[src/rtl/pipe_ctrl.sv]
// Pipeline sequencer for the 5-stage MIPS32 core: merges stage stall requests, sequences
// exception entry / ERET return (freeze, drain bus cycles, one-cycle flush), counts stalls.
module pipe_ctrl #(
    parameter logic [31:0] EXC_VECTOR = 32'h00000020,
    parameter logic [31:0] ERET_CODE  = 32'h0000000e,
    parameter int unsigned MAX_STALL  = 1024
) (
    input  logic        clk,
    input  logic        rst,
    input  logic        stallreq_if,
    input  logic        stallreq_id,
    input  logic        stallreq_ex,
    input  logic        stallreq_mem,
    input  logic [31:0] excepttype_i,
    input  logic [31:0] cp0_epc_i,
    output logic [5:0]  stall,
    output logic        flush,
    output logic [31:0] new_pc,
    output logic [31:0] stall_cycles,
    output logic        stall_timeout
);

    localparam int unsigned WD_W = $clog2(MAX_STALL + 1);
    localparam logic [WD_W-1:0] WD_MAX = WD_W'(MAX_STALL);

    localparam logic [5:0] STALL_NONE = 6'b000000;
    localparam logic [5:0] STALL_ID   = 6'b000111;
    localparam logic [5:0] STALL_EX   = 6'b001111;
    localparam logic [5:0] STALL_MEM  = 6'b011111;
    localparam logic [5:0] STALL_ALL  = 6'b111111;

    typedef enum logic [1:0] {
        IDLE,
        EXC_WAIT,
        FLUSH
    } state_t;

    state_t          state_q, state_d;
    logic [31:0]     new_pc_q, new_pc_d;
    logic [31:0]     stall_cycles_q, stall_cycles_d;
    logic [WD_W-1:0] wd_q, wd_d;
    logic            timeout_q, timeout_d;

    logic            bus_busy;
    logic            exc_req;

    assign bus_busy = stallreq_if | stallreq_mem;
    assign exc_req  = (excepttype_i != '0);

    // Stall/flush respond in the same cycle as the requests; only state and new_pc are held.
    always_comb begin
        state_d  = state_q;
        new_pc_d = new_pc_q;
        stall    = STALL_NONE;
        flush    = 1'b0;

        unique case (state_q)
            IDLE: begin
                if (exc_req) begin
                    stall    = STALL_ALL;
                    new_pc_d = (excepttype_i == ERET_CODE) ? cp0_epc_i : EXC_VECTOR;
                    state_d  = bus_busy ? EXC_WAIT : FLUSH;
                end else if (stallreq_mem) begin
                    stall = STALL_MEM;
                end else if (stallreq_ex) begin
                    stall = STALL_EX;
                end else if (stallreq_id || stallreq_if) begin
                    stall = STALL_ID;
                end
            end
            EXC_WAIT: begin
                stall = STALL_ALL;
                if (!bus_busy) begin
                    state_d = FLUSH;
                end
            end
            FLUSH: begin
                flush   = 1'b1;
                state_d = IDLE;
            end
            default: begin
                state_d = IDLE;
            end
        endcase

        if (rst) begin
            stall = STALL_NONE;
            flush = 1'b0;
        end
    end

    // Watchdog counter saturates at MAX_STALL; the timeout flag is sticky until reset.
    always_comb begin
        stall_cycles_d = stall_cycles_q;
        wd_d           = '0;
        timeout_d      = timeout_q;
        if (stall[0]) begin
            stall_cycles_d = stall_cycles_q + 32'd1;
            wd_d           = (wd_q == WD_MAX) ? wd_q : wd_q + 1'b1;
            if (wd_d == WD_MAX) begin
                timeout_d = 1'b1;
            end
        end
    end

    always_ff @(posedge clk) begin
        if (rst) begin
            state_q        <= IDLE;
            new_pc_q       <= '0;
            stall_cycles_q <= '0;
            wd_q           <= '0;
            timeout_q      <= 1'b0;
        end else begin
            state_q        <= state_d;
            new_pc_q       <= new_pc_d;
            stall_cycles_q <= stall_cycles_d;
            wd_q           <= wd_d;
            timeout_q      <= timeout_d;
        end
    end

    assign new_pc        = new_pc_q;
    assign stall_cycles  = stall_cycles_q;
    assign stall_timeout = timeout_q;

endmodule

[config.mk]
export PLATFORM = sky130hd
export DESIGN_NAME = pipe_ctrl
export DESIGN_NICKNAME = d
export VERILOG_FILES = /design/src/rtl/pipe_ctrl.sv
export SDC_FILE = /design/constraint.sdc
export NUM_CORES = 1
export LEC_CHECK = 0
export BUFFER_PORTS_ARGS = -buffer_cell sky130_fd_sc_hd__buf_2
export CAP_MARGIN = 20
export CORE_AREA = 2 2 101 103
export DETAILED_ROUTE_END_ITERATION = 10
export DIE_AREA = 0 0 103 105
export PLACE_DENSITY = 0.66
export REMOVE_ABC_BUFFERS = 1
export SYNTH_ARGS = -nofsm -noshare
export SYNTH_HDL_FRONTEND = slang
export SYNTH_SLANG_ARGS = --single-unit
[constraint.sdc]
create_clock -name clk -period 4.9 [get_ports clk]
set_clock_uncertainty 0.2 [all_clocks]
set_input_delay 0.49 -clock clk [delete_from_list [all_inputs] [get_ports clk]]
set_output_delay 0.49 -clock clk [all_outputs]
set_load 0.02 [all_outputs]
-- Word level (Yosys, flattened, before mapping)
Cells that the tools add are included.
- add/sub/neg operators: 2
- multiply operators: 0
- divide/modulo/power cells: 0
- order comparisons: 0
- equality and inequality tests: 7
- shift operators: 0
- multiplexer cells: 14
- bitwise operators: 2
- reductions and logical operators: 7
- operator list (kind ; count):
    $add 32x1->32 const B ; 1
    $eq 32x4->1 const B ; 1
    $mux 32 ; 1
    $reduce_bool 32->1 ; 1
    $eq 11x11->1 const B ; 2
    $mux 6 ; 2
    $pmux 6 s2 ; 1
    $add 11x1->11 const B ; 1
    $mux 11 ; 1
    $mux 2 ; 3
    $reduce_and 2->1 ; 3
    $mux 5 ; 1
    $mux 4 ; 1
    $ne 2x2->1 const B ; 2
    $pmux 2 s2 ; 1
    $mux 3 ; 1
    $eq 2x1->1 const B ; 1
    $eq 2x2->1 const B ; 1
    $logic_not 2->1 ; 1
    $mux 1 ; 2
    $reduce_or 2->1 ; 1
    $logic_or 1x1->1 ; 1
    $not 1->1 ; 1
    $or 1x1->1 ; 1
- register bits after elaboration: 78
- bits in latches: 0
- bits in writable memories: 0
- ROM bits: 0
- memories: 0

-- Logic depth before layout (Yosys ltp)
- depth in word-level cells: 9
- mapped depth: 8
- mapped depth without buffers: 7

-- Least setup slack after synthesis
No wires, ideal clock.
- kind: input to output
- start: input excepttype_i[21]
- end: output stall[1]
- arrival time: 2.018 ns
- data required time: 4.210 ns
- path slack: 2.192 ns
- cell stages on the path: 8
- cell sequence: nor4_2 -> nand4_4 -> o31ai_4 -> buf_6 -> buf_8 -> buf_6 -> inv_2 -> buf_4
- longest elaborated chain between the ends: 4
- ends and longest elaborated chain (what ; RTL line ; RTL):
    start, declared ; 14 ; input logic [31:0] excepttype_i,
    $reduce_bool 32->1 ; 48 ; assign exc_req = (excepttype_i != '0);
    $mux 6 ; 59 ; if (exc_req) begin
    $pmux 6 s2 ; 57 ; unique case (state_q)
    $mux 6 ; 86 ; if (rst) begin
    end, declared ; 16 ; output logic [5:0] stall,
No other way between the ends.

-- Worst setup path in the final report
- start: register state_q[0]
- end: output stall[0]
- longest elaborated chain between the ends: 3
- ends and longest elaborated chain (what ; RTL line ; RTL):
    start, declared ; 38 ; state_t state_q, state_d;
    start signal, assigned ; 114 ; state_q <= state_d;
    $eq 2x1->1 or $logic_not 2->1 (tied branches) ; 57 ;
    $pmux 6 s2 (*) ; 57 ;
    $mux 6 (*) ; 86 ;
Mark *: on every way between the ends. The rest lies on a longest branch, timed or not.

==> flow_summary.json <==
{
  "slew_violations": 0,
  "crit_path_top_delay_cell": "nor4_2",
  "die_h_um": 105,
  "vias": 3659,
  "grt_max_degree": 65,
  "cp.arrival_ns": 2.16,
  "power.total_mw": 1.255,
  "layout_common_cells": "buf_2, dfxtp_1, nor2_1, a22oi_1, a21oi_1",
  "fmax_ghz": 0.3504,
  "synthToLayoutAreaGrowth_pct": 24.67,
  "diodes": 0,
  "finalCritPeriodShare_pct": 58.23,
  "syn_avg_cell_area_um2": 9.121,
  "wl_um": 9542,
  "start_util_pct": 39.84,
  "core_area_um2": 9639,
  "synth_xor_area_share_pct": 3.193,
  "hp-class": "input pin to register",
  "yosys.cell_types.count": 58,
  "syn_area_um2": 3840,
  "crit_chain": "nor4_2, nand3_2, o31ai_4, buf_4, inv_2, buf_2",
  "postLayoutCellArea_um2": 4787,
  "finalHoldViolCount": 0,
  "status": "completed",
  "synth_fa_ha_area_share_pct": 0.9775,
  "irDropWorstVdd_mv": 0.1811,
  "yosys_warnings": 0,
  "synth_edf_count": 0,
  "grt_pass1_wl_um": 15180,
  "finalSetupTns_ns": 0,
  "fin_nets": 619,
  "required_ns": 4.21,
  "ios": 142,
  "use_met2_pct": 28.15,
  "cp_slowest_stage_delay_ns": 0.42,
  "synth_top_family_by_area": "simple AND/OR/NAND/NOR gates",
  "setup_viol": 0,
  "yosys.area.top_type": "dfxtp_1",
  "drc_errors": 0,
  "layout_commonest_cell": "buf_2",
  "worst_pin_slew_ns": 0.6915,
  "rsz0062_at_grt": "false",
  "drv_cap": 0,
  "fp.dieW_um": 103,
  "grtUsageTotal_pct": 17.40,
  "grt_pass1_vias": 3300,
  "hpwl_um": 6758,
  "cts_tree": "done",
  "slew_headroom_pct": 53.90,
  "syn_inst": 421,
  "clock_latency_ns": 0.36,
  "top_usage_layer": "met2",
  "pre_cts_ws_ns": 2.088,
  "dominantRegCellSynth": "dfxtp_1",
  "worst_slack_ns": 2.047,
  "p_leak_nw": 2.001,
  "clock-root-buffer": "clkbuf_8",
  "drtPass1Iterations": 5,
  "synth_seq_cells": 78,
  "synth_area_leaders": "dfxtp_1, a22oi_1, nor2_1",
  "grt.met1_usage_pct": 22.01,
  "post_cts_buffers": 0,
  "first_iter_violations": 115,
  "finalCriticalPeriod_ns": 2.853,
  "holdBufCountCts": 0,
  "hold_ws_ns": 0.1257,
  "gp_congestion": 0.7958,
  "synth.mux.area_fraction_pct": 1.075,
  "power_density_nw_per_um2": 262.2,
  "vias_per_cell": 5.349,
  "yosysSeqAreaShare_pct": 40.66,
  "post_cts_resized": 0,
  "crit_type": "register to primary output",
  "met3_usage_pct": 4.013,
  "ys_async_sr_fraction_pct": 0,
  "io_buffers": 141,
  "layout-drive-gt1-share_pct": 34.30,
  "die-area_um2": 10820,
  "synth_top_area_share_pct": 40.66,
  "critical_path.max_fanout": 31,
  "fp-row-count": 36,
  "synthSimpleGateAreaFrac_pct": 28.35,
  "numCtsBuffers": 9,
  "startpoint_type": "register",
  "path_clk_slew_ns": 0.08,
  "gr-total-overflow": 0,
  "grt_antenna_before_repair": 0,
  "clockBufferDepth": 2,
  "fill_cells": 980,
  "clkSinkCount": 78,
  "synth_compound_area_share_pct": 19.06,
  "worstSetupEndpointType": "primary output",
  "postPlaceCellArea_um2": 4561,
  "wire_per_inst_um": 13.95,
  "ant_nets": 0,
  "htree_levels": 3
}
## routing by layer
metal  share of wire (%)  up-vias
met5                   0        -
met4                 1.9        0
met3                 6.9       15
met2                  47      107
met1                  44     1722
li1                    -     1815
## worst max-delay path: cells and delay by family, from the launching register on
kind / cells / cell delay (ns)
AND/OR/NAND/NOR: 2 / 0.67
AO/OA/AOI/OAI: 1 / 0.22
flip-flops: 1 / 0.34
buffers and inverters: 3 / 0.58
## Yosys cell counts (all sizes together), types with 4 or more instances
master	count
dfxtp	78
nor2	61
a22oi	32
a21oi	25
o31ai	21
nand2	20
nand4	19
or4	18
buf	17
nand3	17
clkbuf	14
nor3	12
inv	11
nor4	9
o21ai	8
xnor2	8
or3	7
xor2	6
and3	5
and2	4
## power by group
part / internal (mW) / switching [mW] / total (mW)
Clock: 0.242 / 0.259 / 0.501
Combinational: 0.0435 / 0.0629 / 0.106
Sequential: 0.640 / 0.00799 / 0.648
Total: 0.925 / 0.330 / 1.26
## area by class of cell
type	count	area, um^2	area share (%)
Multi-Input combinational cell	300	2028	42.37
Sequential cell	78	1562	32.62
Timing Repair Buffer	146	788.3	16.47
Tap cell	133	166.4	3.476
Clock buffer	9	123.9	2.588
Clock inverter	7	77.57	1.620
Inverter	11	41.29	0.8625
## flip-flops by register name, summed over array words and instances, names as in the netlist
signal and flops:
wd_q 11, stall_cycles 32, state_q 2, new_pc 32, stall_timeout 1
## stage by stage
| step | utilization, % | std cells |
|---|---|---|
| after global routing | 49.66 | 684 |
| after CTS | 49.40 | 683 |
| final | 49.66 | 684 |
| after detailed placement | 47.31 | 667 |
| after global placement | 46.87 | 665 |
| after floorplan | - | 389 |
## worst paths after layout
kind / start / endpoint / slack, ns / cells after the start
setup / recovery: state_q[0] / stall[0] / 2.05 / 6
hold / removal: stallreq_if / state_q[1] / 0.13 / 2
setup reg to reg: stall_cycles[0] / stall_cycles[24] / 2.40 / 6
hold reg to reg: new_pc[5] / new_pc[5] / 0.28 / 2
## logic make-up after synthesis
| family | after synthesis |
|---|---|
| flip-flops | 78 |
| XOR/XNOR | 14 |
| adder cells (fa/ha/maj) | 3 |
| AO/OA/AOI/OAI | 100 |
| AND/OR/NAND/NOR | 179 |
| buffers and inverters | 43 |
| multiplexers | 4 |
Note: power is estimated with default switching activity, not from simulation.
